File: src/rtl/cska_mp_seq_pkg.sv
// ============================================================================
// Module  : cska_mp_seq_pkg
// Brief   : Shared constants and helpers for the multi-precision add/sub unit
// Revision: 1.0
// ============================================================================
`default_nettype none

package cska_mp_seq_pkg;

    localparam int CSKA_W = 32;

    localparam logic [1:0] ST_IDLE = 2'd0;
    localparam logic [1:0] ST_RUN  = 2'd1;
    localparam logic [1:0] ST_DONE = 2'd2;

    // Subtraction feeds the adder with the one's complement of B.
    function automatic logic [CSKA_W-1:0] word_b(input logic [CSKA_W-1:0] b,
                                                 input logic              inv);
        return inv ? ~b : b;
    endfunction

endpackage

`default_nettype wire

File: src/rtl/cska_mp_seq_cska32.sv
// ============================================================================
// Module  : cska32
// Brief   : 32-bit carry-skip adder, 4-bit ripple blocks with skip muxes
// Revision: 1.0
// ============================================================================
`default_nettype none

module cska32
    import cska_mp_seq_pkg::*;
(
    input  logic [CSKA_W-1:0] i_a,
    input  logic [CSKA_W-1:0] i_b,
    input  logic              i_cin,
    output logic [CSKA_W-1:0] o_sum,
    output logic              o_cout
);

    localparam int BLK  = 4;
    localparam int NBLK = CSKA_W / BLK;

    logic w_carry;
    logic w_blk_cin;
    logic w_p_all;
    logic w_p;

    // A block whose bits all propagate forwards its carry-in past the ripple.
    always_comb begin
        o_sum     = '0;
        w_carry   = i_cin;
        w_blk_cin = 1'b0;
        w_p_all   = 1'b0;
        w_p       = 1'b0;
        for (int blk = 0; blk < NBLK; blk++) begin
            w_blk_cin = w_carry;
            w_p_all   = 1'b1;
            for (int bt = 0; bt < BLK; bt++) begin
                w_p                  = i_a[blk*BLK+bt] ^ i_b[blk*BLK+bt];
                o_sum[blk*BLK+bt]    = w_p ^ w_carry;
                w_carry              = (i_a[blk*BLK+bt] & i_b[blk*BLK+bt]) | (w_p & w_carry);
                w_p_all              = w_p_all & w_p;
            end
            w_carry = w_p_all ? w_blk_cin : w_carry;
        end
        o_cout = w_carry;
    end

endmodule

`default_nettype wire

File: src/rtl/cska_mp_seq.sv
// ============================================================================
// Module  : cska_mp_seq
// Brief   : Word-serial WORDS*32-bit add/subtract around one shared cska32
// Revision: 1.0
// ============================================================================
`default_nettype none

module cska_mp_seq
    import cska_mp_seq_pkg::*;
#(
    parameter int WORDS = 4
) (
    input  logic                      clk,
    input  logic                      rst,
    input  logic                      start,
    input  logic                      op_sub,
    input  logic [WORDS*CSKA_W-1:0]   a,
    input  logic [WORDS*CSKA_W-1:0]   b,
    output logic                      ready,
    output logic                      done,
    output logic [WORDS*CSKA_W-1:0]   sum,
    output logic                      cout,
    output logic                      ovf
);

    localparam int               IDX_W    = $clog2(WORDS);
    localparam int               TOT_W    = WORDS * CSKA_W;
    localparam logic [IDX_W-1:0] LAST_IDX = IDX_W'(WORDS - 1);

    logic [1:0]          r_state;
    logic [1:0]          w_next_state;
    logic [IDX_W-1:0]    r_idx;
    logic                r_carry;
    logic                r_sub;
    logic [TOT_W-1:0]    r_a;
    logic [TOT_W-1:0]    r_b;
    logic [TOT_W-1:0]    r_sum;
    logic                r_cout;
    logic                r_ovf;

    logic                w_accept;
    logic [CSKA_W-1:0]   w_a_word;
    logic [CSKA_W-1:0]   w_b_word;
    logic [CSKA_W-1:0]   w_s_word;
    logic                w_co;

    assign w_accept = ready & start;
    assign w_a_word = r_a[r_idx*CSKA_W +: CSKA_W];
    assign w_b_word = word_b(r_b[r_idx*CSKA_W +: CSKA_W], r_sub);

    cska32 u_cska32 (
        .i_a    (w_a_word),
        .i_b    (w_b_word),
        .i_cin  (r_carry),
        .o_sum  (w_s_word),
        .o_cout (w_co)
    );

    always_ff @(posedge clk or posedge rst) begin
        if (rst) begin
            r_state <= ST_IDLE;
        end else begin
            r_state <= w_next_state;
        end
    end

    always_comb begin
        w_next_state = r_state;
        case (r_state)
            ST_IDLE: w_next_state = start ? ST_RUN : ST_IDLE;
            ST_RUN:  w_next_state = (r_idx == LAST_IDX) ? ST_DONE : ST_RUN;
            ST_DONE: w_next_state = start ? ST_RUN : ST_IDLE;
            default: w_next_state = ST_IDLE;
        endcase
    end

    always_comb begin
        ready = (r_state != ST_RUN);
        done  = (r_state == ST_DONE);
    end

    // Datapath: operand capture on accept, one result word per RUN cycle.
    always_ff @(posedge clk or posedge rst) begin
        if (rst) begin
            r_idx   <= '0;
            r_carry <= 1'b0;
            r_sub   <= 1'b0;
            r_a     <= '0;
            r_b     <= '0;
            r_sum   <= '0;
            r_cout  <= 1'b0;
            r_ovf   <= 1'b0;
        end else if (w_accept) begin
            r_a     <= a;
            r_b     <= b;
            r_sub   <= op_sub;
            r_idx   <= '0;
            r_carry <= op_sub;
        end else if (r_state == ST_RUN) begin
            r_sum[r_idx*CSKA_W +: CSKA_W] <= w_s_word;
            r_carry                       <= w_co;
            if (r_idx == LAST_IDX) begin
                r_idx  <= '0;
                r_cout <= w_co;
                r_ovf  <= (w_a_word[CSKA_W-1] == w_b_word[CSKA_W-1]) &
                          (w_s_word[CSKA_W-1] != w_a_word[CSKA_W-1]);
            end else begin
                r_idx <= r_idx + IDX_W'(1);
            end
        end
    end

    assign sum  = r_sum;
    assign cout = r_cout;
    assign ovf  = r_ovf;

endmodule

`default_nettype wire
File: config.mk
export PLATFORM = sky130hd
export DESIGN_NAME = cska_mp_seq
export DESIGN_NICKNAME = d
export VERILOG_FILES = /design/src/rtl/cska_mp_seq_pkg.sv /design/src/rtl/cska_mp_seq_cska32.sv /design/src/rtl/cska_mp_seq.sv
export SDC_FILE = /design/constraint.sdc
export NUM_CORES = 1
export LEC_CHECK = 0
export ABC_AREA = 0
export BUFFER_PORTS_ARGS = -buffer_cell sky130_fd_sc_hd__buf_2
export CORE_MARGIN = 8
export CORE_UTILIZATION = 35
export DETAILED_ROUTE_END_ITERATION = 10
export GPL_ROUTABILITY_DRIVEN = 0
export MAX_ROUTING_LAYER = met4
export PLACE_DENSITY = 0.56
export SETUP_SLACK_MARGIN = 0.5
export SLEW_MARGIN = 30
export SYNTH_ARGS = -nofsm -noshare
export SYNTH_HDL_FRONTEND = slang
export SYNTH_HIERARCHICAL = 1
export SYNTH_SLANG_ARGS = --single-unit
File: constraint.sdc
create_clock -name clk -period 26.7 [get_ports clk]
set_clock_uncertainty 0.05 [all_clocks]
set_input_delay 2.67 -clock clk [delete_from_list [all_inputs] [get_ports clk]]
set_output_delay 2.67 -clock clk [all_outputs]
set_load 0.01 [all_outputs]
==> Flow_metrics.wiki <==
{| class="wikitable"
! Metric !! Value
|-
| Smallest setup slack after layout || 9.69 ns
|-
| Post-synthesis sequential area ratio || 55.3%
|-
| Simple-Gate Fraction of Synth Area || 2.79%
|-
| Total number of placement rows || 82
|-
| Nets in the synthesized netlist || 1485
|-
| Setup CP Type || reg2reg
|-
| Initial Utilization || 35.4%
|-
| Final Routed Wirelength || 51.6 mm
|-
| Number of register bits inferred by synthesis || 392
|-
| Layout fillers || 4603
|-
| Number of max-slew violations in the final report || 0
|-
| Via-per-instance ratio || 4.92
|-
| Number of buffers created by CTS || 46
|-
| TritonCTS clock tree || done
|-
| Aggregate global routing overflow || 0
|-
| Count of instances resized after the clock tree is built || 0
|-
| Type of element capturing the critical path || flop
|-
| First-pass iteration count of the detailed router || 5
|-
| Final clock period utilization by the worst path || 63.7%
|-
| Area added between synthesis and finish || 22.9%
|-
| First-pass GRT wire length || 76.9 mm
|-
| Multi-input gate area || 0.00738 mm²
|-
| Synthesized-area fraction occupied by ao, oa, aoi and oai cells || 6.03%
|-
| Core footprint || 0.0502 mm²
|-
| Setup TNS Final || 0 ns
|-
| Peak clock frequency supported by timing || 0.0588 GHz
|-
| Per-instance average area after synthesis || 15.4 µm²
|-
| Clock tree sinks || 392
|-
| Global-route total usage across every layer || 18.2%
|-
| Multiplexer share of the synthesized area || 24.8%
|-
| Drc violations || 0
|-
| Worst setup slack after placement || 9.63 ns
|-
| Number of antenna-violating nets in the routed design || 0
|-
| Critical-path top delay cell || sky130_fd_sc_hd__mux4_2
|-
| Most frequent cell on the critical path || sky130_fd_sc_hd__fa_1
|-
| Max_cap viols || 0
|-
| Critical path data arrival time || 17.41 ns
|-
| Worst slew margin relative to its limit || 37.6%
|-
| Tightest hold margin || 0.425 ns
|-
| H-tree depth || 2
|-
| CP Launch Type || flop
|-
| Slew at the pin closest to its max-slew limit || 0.933 ns
|-
| Port Buffers || 391
|-
| Pin count of the biggest net entering global routing || 120
|-
| Combinational family with the most area after synthesis || multiplexers
|-
| Slowest stage delay, CP || 0.61 ns
|-
| Share of the synthesized netlist area taken by xor and xnor gates || 1.58%
|-
| Via count of the first global-routing pass || 12.0k
|-
| Clk Tree Root Cell || sky130_fd_sc_hd__clkbuf_16
|-
| Clock-pin transition on the worst setup and hold timing paths || 0.06 ns
|-
| Die Span X || 241 µm
|-
| Vias after detailed routing || 11.1k
|-
| WP buf/inv || 7
|-
| Boundary Pins || 392
|-
| Number of distinct standard cells referenced by the synthesized netlist || 37
|-
| Storage cell area || 0.00982 mm²
|-
| Status || complete, no violations
|-
| Average wire per cell in the routed design || 22.9 µm
|-
| Fraction of layout instances using a drive strength above 1 || 37.5%
|-
| Final setup violation count || 0
|-
| Total of hold buffers inserted after clock tree synthesis || 0
|-
| Placed wire-length estimate || 38.8 mm
|-
| Post-Syn Instances || 1156
|-
| Worst min path class || reg2reg
|-
| Die area || 0.0582 mm²
|-
| Iteration-0 DRC count of the detailed router || 532
|-
| Minimum clock period || 17.01 ns
|-
| RSZ-0062 raised after global routing || false
|-
| Warnings, synthesis || 6
|-
| Endpoints failing hold || 0
|-
| Buffer count from post-CTS setup fixing || 0
|-
| Cell area after technology mapping || 0.0178 mm²
|-
| Total Nets Final || 1868
|-
| Critical path's top delay family || adder cells
|-
| Fin util || 43.5%
|-
| Vertical extent of the die || 241 µm
|-
| Number of antenna violations at the first check in global routing || 14
|-
| Clock network latency to the later pin of the worst-skew pair || 0.56 ns
|-
| Synth Area in Adders || 6.22%
|-
| Worst-path maximum fanout || 35
|-
| Required arrival time at the worst endpoint || 27.10 ns
|-
| Number of buffers on the longest clock path || 3
|}
## tightest hold or removal path, cell delays in order, from the launching register on
cell,delay (ns)
sky130_fd_sc_hd__dfrtp_1,0.34
sky130_fd_sc_hd__nand2_1,0.04
sky130_fd_sc_hd__o21ai_0,0.06
## per-stage QoR
| step | std cells | area (µm²) |
|---|---|---|
| 2_1_floorplan | 1156 | 17800 |
| 3_5_place_dp | 2160 | 20200 |
| 5_1_grt | 2258 | 21800 |
| 3_3_place_gp | 2160 | 20200 |
| 6_report | 2258 | 21800 |
| 4_1_cts | 2242 | 21700 |
## worst paths after layout
| path | slack, ns | cells past startpoint | start | end |
|---|---|---|---|---|
| worst min register to register | 0.43 | 2 | sum[54] | sum[54] |
| worst max-delay path | 9.69 | 54 | r_idx[0] | ovf |
| max in group asynchronous | 22.53 | 4 | rst | r_idx[1] |
| min in group asynchronous | 2.07 | 2 | rst | sum[54] |
| worst max register to register | 9.69 | 54 | r_idx[0] | ovf |
| worst min-delay path | 0.43 | 2 | sum[54] | sum[54] |
## synth_stat cells (all sizes together)
master,instances,area (µm²)
a211o,1,8.76
a211oi,1,7.51
a21oi,3,15.0
a22o,96,841
and3,1,6.26
and4,2,17.5
buf,56,455
clkbuf,20,75.1
dfrtp,392,9810
fa,32,641
ha,37,463
inv,16,62.6
mux2,261,2940
mux2i,2,20.0
mux4,64,1440
nand2,77,294
nand2b,1,6.26
nand3,2,10.0
nand4,6,37.5
nor2,5,18.8
nor2b,3,18.8
nor3,4,25.0
nor4,1,21.3
nor4b,1,23.8
nor4bb,1,10.0
o21ai,35,175
o22a,1,8.76
o31ai,2,15.0
or3,1,6.26
xor2,32,280
## flip-flops by register name, summed over array words and instances (netlist names)
name,flops
r_carry,1
r_idx,2
sum,128
cout,1
r_b,128
r_sub,1
r_state,2
ovf,1
r_a,128
## final cells by class
| type | count | area share, % |
|---|---|---|
| inverters | 16 | 0.321 |
| clock buffers | 70 | 6.49 |
| multi-input cells | 672 | 33.8 |
| well taps | 672 | 3.85 |
| clock inverters | 12 | 0.442 |
| diodes | 13 | 0.149 |
| flip-flops and latches | 392 | 45.0 |
| repair buffers | 411 | 9.90 |
## per-layer routing
metal,part of all wire (%),vias up,wire [µm],GRT usage (%)
met5,0,-,0,-
met4,1.9,0,960,4.82
met3,6.7,70,3460,4.12
met2,46,308,23700,27.1
met1,46,5756,23500,24.9
li1,-,4982,-,-
## layout by cell type, fill, tap and decap left out, types with 15 or more instances in the layout
cell type | synthesis | routed
sky130_fd_sc_hd__fa_1 | 32 | 32
sky130_fd_sc_hd__clkbuf_16 | 0 | 49
sky130_fd_sc_hd__mux2_1 | 230 | 230
sky130_fd_sc_hd__ha_1 | 37 | 37
sky130_fd_sc_hd__buf_4 | 10 | 15
sky130_fd_sc_hd__dfrtp_1 | 392 | 389
sky130_fd_sc_hd__buf_2 | 22 | 391
sky130_fd_sc_hd__mux2_2 | 31 | 31
sky130_fd_sc_hd__mux4_2 | 64 | 64
sky130_fd_sc_hd__a22o_1 | 96 | 96
sky130_fd_sc_hd__nand2_1 | 75 | 74
sky130_fd_sc_hd__o21ai_0 | 27 | 27
sky130_fd_sc_hd__xor2_1 | 32 | 32
## cells by family after synthesis
group / Yosys count
flip-flops: 392
multiplexers: 327
AO/OA/AOI/OAI: 139
AND/OR/NAND/NOR: 105
buffers and inverters: 92
adder cells (fa/ha/maj): 69
XOR/XNOR: 32
Power is left out: the tool's default activity adds up to more than one toggle a clock period on the data nets, which glitch-free logic cannot reach.
